[config.mk]
export PLATFORM = sky130hd
export DESIGN_NAME = tmds_encoder
export DESIGN_NICKNAME = d
export VERILOG_FILES = /design/src/rtl/tmds_pkg.sv /design/src/rtl/tmds_encoder.sv
export SDC_FILE = /design/constraint.sdc
export NUM_CORES = 1
export LEC_CHECK = 0
export CAP_MARGIN = 20
export CELL_PAD_IN_SITES_DETAIL_PLACEMENT = 1
export CELL_PAD_IN_SITES_GLOBAL_PLACEMENT = 1
export CORE_MARGIN = 1
export CORE_UTILIZATION = 45
export CTS_BUF_LIST = sky130_fd_sc_hd__clkbuf_4 sky130_fd_sc_hd__clkbuf_8 sky130_fd_sc_hd__clkbuf_16
export CTS_CLUSTER_SIZE = 16
export DETAILED_ROUTE_END_ITERATION = 16
export HOLD_SLACK_MARGIN = 0.06
export PLACE_DENSITY = 0.78
export SLEW_MARGIN = 20
export SYNTH_ARGS = -nofsm -noshare
export SYNTH_HDL_FRONTEND = slang
export SYNTH_SLANG_ARGS = --single-unit
[constraint.sdc]
create_clock -name clk -period 9.85 [get_ports clk]
set_clock_uncertainty 0.2 [all_clocks]
set_input_delay 1.4775 -clock clk [delete_from_list [all_inputs] [get_ports clk]]
set_output_delay 1.4775 -clock clk [all_outputs]
set_load 0.01 [all_outputs]
[src/rtl/tmds_pkg.sv]
// Shared types, symbol tables and helpers for the TMDS lane encoder.
// Token tables are written bit9..bit0; index is the control pair / nibble / lane.
package tmds_pkg;

  typedef enum logic [1:0] {
    MODE_VIDEO = 2'd0,
    MODE_CTRL  = 2'd1,
    MODE_TERC4 = 2'd2,
    MODE_GUARD = 2'd3
  } mode_t;

  localparam logic [9:0] CTRL_TOK [4] = '{
    10'b1101010100, 10'b0010101011, 10'b0101010100, 10'b1010101011
  };

  localparam logic [9:0] TERC4_TOK [16] = '{
    10'b1010011100, 10'b1001100011, 10'b1011100100, 10'b1011100010,
    10'b0101110001, 10'b0100011110, 10'b0110001110, 10'b0100111100,
    10'b1011001100, 10'b0100111001, 10'b0110011100, 10'b1011000110,
    10'b1010001110, 10'b1001110001, 10'b0101100011, 10'b1011000011
  };

  // Video guard band differs only on the green lane.
  localparam logic [9:0] GUARD_TOK [3] = '{
    10'b1011001100, 10'b0100110011, 10'b1011001100
  };

  function automatic logic [3:0] popcnt8(input logic [7:0] v);
    logic [3:0] n;
    n = '0;
    for (int i = 0; i < 8; i++) n = n + {3'b000, v[i]};
    return n;
  endfunction

endpackage

[src/rtl/tmds_encoder.sv]
// One TMDS lane: transition-minimising stage, then DC-balancing / token stage.
// Two register stages; every cycle carries a symbol, no flow control.
module tmds_encoder
  import tmds_pkg::*;
#(
  parameter int CHANNEL = 0
) (
  input  logic       clk,
  input  logic       rst_n,
  input  mode_t      in_mode,
  input  logic [7:0] in_data,
  input  logic [1:0] in_ctrl,
  input  logic [3:0] in_terc,
  output logic [9:0] tmds
);

  logic [3:0] n1_in;
  logic       use_xnor;
  logic [8:0] qm_d;
  logic [8:0] qm_q;
  mode_t      mode_q;
  logic [1:0] ctrl_q;
  logic [3:0] terc_q;

  always_comb begin
    n1_in    = popcnt8(in_data);
    use_xnor = (n1_in > 4'd4) || ((n1_in == 4'd4) && !in_data[0]);
    qm_d     = '0;
    qm_d[0]  = in_data[0];
    for (int i = 1; i < 8; i++) begin
      qm_d[i] = use_xnor ? ~(qm_d[i-1] ^ in_data[i]) : (qm_d[i-1] ^ in_data[i]);
    end
    qm_d[8] = ~use_xnor;
  end

  always_ff @(posedge clk or negedge rst_n) begin
    if (!rst_n) begin
      qm_q   <= '0;
      mode_q <= MODE_CTRL;
      ctrl_q <= '0;
      terc_q <= '0;
    end else begin
      qm_q   <= qm_d;
      mode_q <= in_mode;
      ctrl_q <= in_ctrl;
      terc_q <= in_terc;
    end
  end

  logic [3:0]        n1_q;
  logic              q8;
  logic signed [5:0] diff;
  logic signed [5:0] cnt_ext;
  logic signed [5:0] cnt_nxt;
  logic signed [4:0] cnt_d;
  logic signed [4:0] cnt_q;
  logic [9:0]        tmds_d;
  logic [9:0]        tmds_q;

  // Six-bit arithmetic keeps N1-N0 (+-8) and the +-2 correction from wrapping.
  always_comb begin
    n1_q    = popcnt8(qm_q[7:0]);
    q8      = qm_q[8];
    diff    = $signed({1'b0, n1_q, 1'b0}) - 6'sd8;
    cnt_ext = {cnt_q[4], cnt_q};
    cnt_nxt = '0;
    tmds_d  = CTRL_TOK[0];
    case (mode_q)
      MODE_VIDEO: begin
        if ((cnt_q == 5'sd0) || (diff == 6'sd0)) begin
          tmds_d  = {~q8, q8, q8 ? qm_q[7:0] : ~qm_q[7:0]};
          cnt_nxt = q8 ? (cnt_ext + diff) : (cnt_ext - diff);
        end else if ((!cnt_q[4] && (diff > 6'sd0)) || (cnt_q[4] && (diff < 6'sd0))) begin
          tmds_d  = {1'b1, q8, ~qm_q[7:0]};
          cnt_nxt = cnt_ext + (q8 ? 6'sd2 : 6'sd0) - diff;
        end else begin
          tmds_d  = {1'b0, q8, qm_q[7:0]};
          cnt_nxt = cnt_ext - (q8 ? 6'sd0 : 6'sd2) + diff;
        end
      end
      MODE_CTRL:  tmds_d = CTRL_TOK[ctrl_q];
      MODE_TERC4: tmds_d = TERC4_TOK[terc_q];
      MODE_GUARD: tmds_d = GUARD_TOK[CHANNEL];
      default:    tmds_d = CTRL_TOK[0];
    endcase
    cnt_d = cnt_nxt[4:0];
  end

  always_ff @(posedge clk or negedge rst_n) begin
    if (!rst_n) begin
      tmds_q <= CTRL_TOK[0];
      cnt_q  <= '0;
    end else begin
      tmds_q <= tmds_d;
      cnt_q  <= cnt_d;
    end
  end

  always_ff @(posedge clk) begin
    if (rst_n) assert ((cnt_q <= 5'sd10) && (cnt_q >= -5'sd10));
  end

  assign tmds = tmds_q;

endmodule

==> impl_results.md, run 1 <==
* Status: finished, final reports clean
* R2R Path Start: qm_q[0]
* Clk slew on worst S/H paths at 0.06 ns
* Synth area leader: dfrtp_1
* DR DRC count at 0
* Setup TNS at 0 ns
* DRT iter0 DRCs at a little under 80
* Most common cell on crit path: fa_1
* Period minus WS final at roughly 5.2 ns
* Buf/Inv on CP at 3
* Area contributors post-synth: dfrtp_1 (24%), ha_1 (14%), fa_1 (10%)
* Hold-critical path depth at 3
* Syn. warnings at 0
* Die Width at approximately 78 um
* Path category of the worst min-delay check: register to register
* Syn_nets at approximately 330
* Worst path slowest cell: fa_1
* H-tree levels at 2
* CTS buffer count at 5
* Avg WL per Cell at ~15 um
* Worst path required time at about 10 ns
* Setup Buffers After CTS at 0
* Slew Limit Fails at 0
* Arrival time worst endpoint at roughly 5.1 ns
* Sink Count at 31
* Sequential area share after synthesis at 0.3052
* Yosys reg bits at 31
* N_diodes at 0
* Die ar. at about 6000 um2
* Post-Synthesis Cells at 269
* Final worst path period share at 0.5258
* RSZ-0062 raised after global routing: false
* Max Cap Violations at 0
* Vias per cell at ~5.3
* Setup ws final at 4.670 ns
* Peak Freq at 0.1931 GHz
* Crit path capture: qm_q[7]
* Ports at 28
* Total grt overflow at 0
* Final wirelength at ~5400 um
* Worst R2R Path Depth at 14
* DP Worst Slack at 4.390 ns
* Initial antenna violation count at 0
* Critical path depth at 12
* Reg-to-reg endpoint: tmds[5]
* Clock latency at the later pin of the worst-skew pair at 0.28 ns
* Max incr delay on CP at 0.56 ns
* Rows at 27
* Crit path from: in_data[0]
* Final HPWL DP at ~4400 um
* Critical path type: primary input to register
* P&R area growth vs syn at 17.06%
* Largest net degree at the start of global routing at 32
* R2r setup slk at 4.86 ns
* First-pass GRT wire length at 9466 um
* Hold buffers post-CTS at 0
* Share of layout cells above drive strength 1 at 0.08081
* Post-route ant nets at 0
* Top cell type's share of synthesized area at 0.2438
* Setup violations, final at 0
* Drt first pass iters at 4
* Via Count at 1938
* Syn avg cell area at about 9.5 um2
* CTS tree: done
* Final hold viol count at 0
* Clock root buffer master: clkbuf_8
* Global router's overall resource usage at 0.2055
* Startpoint Class: primary input
* Die span in y at 77.52 um
* GPL Wtd Cong at approximately 0.8
* # nets final at 355
* Distinct cells, synth at 45
* Actual slew at the worst max-slew pin at about 0.73 ns
* Port bufs at 27
* Vias in the first global route at 2000
* Critical path endpoint category: register
* Worst rel slew slack at 0.5108
* CP Max Fanout at 5
* Mapped Area at 2566 um2
* Maximum clock insertion buffer count at 2
* Delay-heaviest family, CP: adder cells
* Initial core utilization at 0.4660
* Core area at 5507 um2
* CTS resizes at 0
* Critical Path, Cell by Cell: clkdlybuf4s50_1 > inv_1 > fa_1 > fa_1 > fa_1 > inv_1 > ha_1 > fa_1 > nor3_1 > o22ai_1 > xnor2_1 > xnor2_1
[sequential cells by signal, indices dropped and copies added (netlist names)]
name and cells:
mode_q 2, qm_q 9, terc_q 4, ctrl_q 2, tmds 10, cnt_q 4
[layout make-up]
type / instances / area, um2
repair buffers: 28 / 277.8
fillers: 639 / 2502
clock inverters: 1 / 7.507
inverters: 41 / 153.9
flip-flops and latches: 31 / 783.3
multi-input cells: 189 / 1595
clock buffers: 7 / 96.34
well taps: 72 / 90.09
[metrics by stage]
stage	hold slack [ns]	cell area (um2)	utilization	std cells
2_1_floorplan	0.3270	2566	-	269
3_3_place_gp	0.3910	2900	0.5267	361
3_5_place_dp	0.3968	2900	0.5267	361
4_1_cts	0.4074	3004	0.5456	369
5_1_grt	0.4488	3004	0.5456	369
6_report	0.3925	3004	0.5456	369
[cells in the final DEF (no fill, tap or decap), types with 2 or more instances in the layout]
master | Yosys | final
inv_1 | 41 | 41
ha_1 | 28 | 28
clkdlybuf4s50_1 | 0 | 27
dfrtp_1 | 25 | 25
a21oi_1 | 17 | 17
nor2_1 | 17 | 17
nand2_1 | 16 | 16
fa_1 | 13 | 13
xnor2_1 | 12 | 12
nor3_1 | 9 | 9
clkbuf_8 | 0 | 7
o21ai_0 | 6 | 6
nand3_1 | 6 | 6
mux2i_1 | 6 | 6
dfstp_2 | 6 | 6
xor2_1 | 5 | 5
and3_1 | 5 | 5
o211ai_1 | 4 | 4
nor4_1 | 4 | 4
nor2b_1 | 4 | 4
a211oi_1 | 4 | 4
a21o_1 | 3 | 3
xnor2_2 | 3 | 3
or2_2 | 2 | 2
or3_1 | 2 | 2
a31oi_1 | 2 | 2
nand2b_1 | 2 | 2
or2_1 | 2 | 2
xnor3_1 | 2 | 2
[how the worst min path moves through the flow]
stage / startpoint / end / slack, ns
finish: qm_q[4] / tmds[4] / 0.39
global route: qm_q[4] / tmds[4] / 0.45
CTS: qm_q[4] / tmds[4] / 0.41
detailed placement: qm_q[4] / tmds[4] / 0.40
global placement: qm_q[6] / tmds[6] / 0.39
floorplan: qm_q[2] / tmds[2] / 0.33
[layer usage]
metal / up-vias / wire length [um] / GRT usage
met5: - / 0 / 0
met4: 0 / 50 / 0.05094
met3: 4 / 142 / 0.03647
met2: 34 / 2638 / 0.3496
met1: 941 / 2605 / 0.2695
li1: 959 / - / -
[cell usage after synthesis (all sizes together)]
cell type,n
o32a,1
a21oi,17
mux2,1
nor4,4
nand2,16
nor2,17
and3,5
a211o,1
clkbuf,6
a21o,3
dfrtp,25
or4,1
a2111oi,1
fa,13
mux2i,6
a31oi,2
buf,2
a2bb2oi,1
o221ai,1
nand3,6
dfstp,6
nor2b,4
xnor3,2
o211ai,4
or3,2
o21ai,7
nor3,9
ha,28
xnor2,15
o21a,1
xor2,5
o22ai,1
nor3b,1
o211a,1
or2,4
o311a,1
a211oi,4
inv,41
a311oi,1
nand2b,2
and2,1
[worst reg2reg max path: cells and delay by family (launching register included)]
kind / cells / cell delay (ns)
buffers and inverters: 2 / 0.09
adders and majority gates: 6 / 2.34
muxes: 1 / 0.19
AOI/OAI and AO/OA: 2 / 0.69
xor gates and xnor gates: 1 / 0.47
and+or+nand+nor: 2 / 0.46
DFF: 1 / 0.44
[cell families after synthesis]
group                    Yosys count  share of synthesized area
AND/OR/NAND/NOR                   72                     0.1385
XOR/XNOR                          22                    0.09459
multiplexers                       7                    0.02779
flip-flops                        31                     0.3052
AO/OA/AOI/OAI                     47                     0.1229
adder cells (fa/ha/maj)           41                     0.2379
buffers and inverters             49                    0.07314
Power of run 1 is not shown: default switching activity piles up to over one toggle a cycle in this logic, so the estimate is an artifact.
==> run 2, diff against run 1 <==
--- a/config.mk
+++ b/config.mk
@@ -9,12 +9,12 @@
 export CELL_PAD_IN_SITES_DETAIL_PLACEMENT = 1
 export CELL_PAD_IN_SITES_GLOBAL_PLACEMENT = 1
 export CORE_MARGIN = 1
-export CORE_UTILIZATION = 45
+export CORE_UTILIZATION = 40
 export CTS_BUF_LIST = sky130_fd_sc_hd__clkbuf_4 sky130_fd_sc_hd__clkbuf_8 sky130_fd_sc_hd__clkbuf_16
 export CTS_CLUSTER_SIZE = 16
 export DETAILED_ROUTE_END_ITERATION = 16
 export HOLD_SLACK_MARGIN = 0.06
-export PLACE_DENSITY = 0.78
+export PLACE_DENSITY = 0.73
 export SLEW_MARGIN = 20
 export SYNTH_ARGS = -nofsm -noshare
 export SYNTH_HDL_FRONTEND = slang
==> constraint.sdc (replaced) <==
create_clock -name clk -period 4.2 [get_ports clk]
set_clock_uncertainty 0.2 [all_clocks]
set_input_delay 0.63 -clock clk [delete_from_list [all_inputs] [get_ports clk]]
set_output_delay 0.63 -clock clk [all_outputs]
set_load 0.01 [all_outputs]
==> impl_results.md, run 2 (synthesis gave the netlist of run 1 again) <==
* Status: complete, but fails checks
* Failing checks: setup timing
* Clock root buffer master: clkbuf_8
* Period minus WS final at 4.560 ns
* Global router's overall resource usage at 0.2306
* Vias per cell at 5.342
* M3 GR Usage at 0.03846
* Final HPWL DP at 4961 um
* Filler cells at 655
* R2r setup slk at -0.36 ns
* P&R area growth vs syn at 39.20%
* Max Cap Violations at 0
* Setup violations, final at 12
* Arrival time worst endpoint at approximately 4.5 ns
* GR peak layer: met2
* R2R Path Start: qm_q[1]
* Worst path required time at 4.17 ns
* CP Max Fanout at 4
* Critical path type: register to register
* Setup ws final at -0.3600 ns
* Max incr delay on CP at roughly 0.56 ns
* Reg-to-reg endpoint: cnt_q[4]
* Largest net degree at the start of global routing at 32
* N_diodes at 0
* Hold buffers post-CTS at 0
* Most common cell after layout, fill and taps aside: inv_1
* Clk slew on worst S/H paths at 0.08 ns
* Hold Path End: tmds[7]
* Final wirelength at approximately 7000 um
* Hold wc startpoint: qm_q[7]
* GR Layer Usage met2 at 0.3967
* Final hold viol count at 0
* Maximum clock insertion buffer count at 2
* # nets final at between 300 and 400
* Worst R2R Path Depth at 16
* Startpoint Class: register
* Worst hold slack at 0.4192 ns
* RSZ-0062 raised after global routing: true
* Grt met1 use at 0.2976
* CTS buffer count at 5
* Port bufs at 27
* DR DRC count at 0
* Worst rel slew slack at 0.4736
* Post-Place Cell Area at 3132 um2
* Drt first pass iters at 4
* Ports at 28
* GPL Wtd Cong at around 0.83
* Slew Limit Fails at 0
* Post-route ant nets at 0
* Avg WL per Cell at 17.51 um
* Core area at between 6000 and 7000 um2
* Initial core utilization at 0.4234
* Path category of the worst min-delay check: register to register
* First-pass GRT wire length at 11430 um
* Via Count at roughly 2200
* Die ar. at 6740 um2
* Sink Count at 31
* Final worst path period share at 1.086
* Die span in y at around 82 um
* Critical path endpoint category: register
* Actual slew at the worst max-slew pin at 0.7867 ns
* H-tree levels at 2
* Critical Path, Cell by Cell: fa_1 > inv_1 > fa_1 > fa_1 > inv_2 > ha_4 > fa_2 > inv_4 > ha_4 > mux2_4 > ha_4 > a21o_1 > a21oi_2 > xnor3_1 > nand3_1 > o211ai_1
* Hold-critical path depth at 2
* Worst path slowest cell: fa_2
* CTS tree: done
* Peak Freq at ~0.22 GHz
* Setup TNS at -2.166 ns
* Commonest cells after routing, fill and taps aside: inv_1 (38), clkdlybuf4s50_1 (27), dfrtp_1 (25), buf_4 (25), ha_1 (21)
* Rows at 28
* Total grt overflow at 0
* Vias in the first global route at 2286
* Clock latency at the later pin of the worst-skew pair at 0.29 ns
* Max reg flops at 10
* DRT iter0 DRCs at 110
* Fin area at 3572 um2
* Share of layout cells above drive strength 1 at 0.2779
* Die Width at slightly above 80 um
* Initial antenna violation count at 0
==> run 2: changes by cell type in the layout (fill, tap and decap cells not counted), moves of 3 or more <==
cell,delta
buf_4,+24
buf_6,+8
ha_1,-7
ha_4,+7
a21oi_1,-5
a21oi_2,+4
fa_1,-3
fa_2,+3
inv_1,-3
nand2_1,-3
==> run 2: worst max path at each step <==
stage | startpoint | endpoint | slack (ns) | cells after the start
6_report | qm_q[1] | cnt_q[4] | -0.36 | 16
5_1_grt | qm_q[1] | cnt_q[4] | -0.50 | 16
4_1_cts | qm_q[1] | cnt_q[4] | -0.36 | 16
3_5_place_dp | qm_q[3] | cnt_q[4] | -0.48 | 16
3_3_place_gp | qm_q[3] | cnt_q[4] | -0.35 | 16
2_1_floorplan | qm_q[3] | cnt_q[4] | -0.21 | 16
==> run 2: final cells by class <==
class	count	area, um2	share of cell area
clock inverters	1	7.507	0.002102
multi-input cells	189	1842	0.5156
flip-flops and latches	31	783.3	0.2193
inverters	41	156.4	0.04378
clock buffers	7	96.34	0.02697
well taps	75	93.84	0.02627
repair buffers	62	593.1	0.1660
==> run 2: layer usage <==
layer	up-vias	wire length (um)
met4	0	137
met5	-	0
met3	14	264
met2	53	3631
li1	1022	-
met1	1080	3075
==> run 2: timing repair <==
| action | CTS | global route |
|---|---|---|
| setup endpoints to repair | 13 | 17 |
| gates cloned | 1 | 0 |
| resized for setup | 18 | 31 |
| pin swaps | 19 | 14 |
| setup buffers | 6 | 4 |
| hold endpoints to repair | 0 | 0 |
==> run 2: stage by stage <==
stage	cells	utilization	setup WS [ns]
final	406	0.5894	-0.3600
after global routing	406	0.5894	-0.5039
after CTS	402	0.5611	-0.3628
after detailed placement	387	0.5167	-0.4845
after global placement	387	0.5167	-0.3506
after floorplan	269	-	-0.2065
==> run 2: worst max-delay path, delay by kind of cell, from the launching register on <==
family | cells | cell delay, ns
fa+ha+maj | 7 | 2.65
simple gates | 1 | 0.09
buf+inv | 3 | 0.16
mux | 1 | 0.29
compound gates | 3 | 0.43
flops | 1 | 0.40
xor+xnor | 1 | 0.22
Power of run 2 is left out for the same reason.
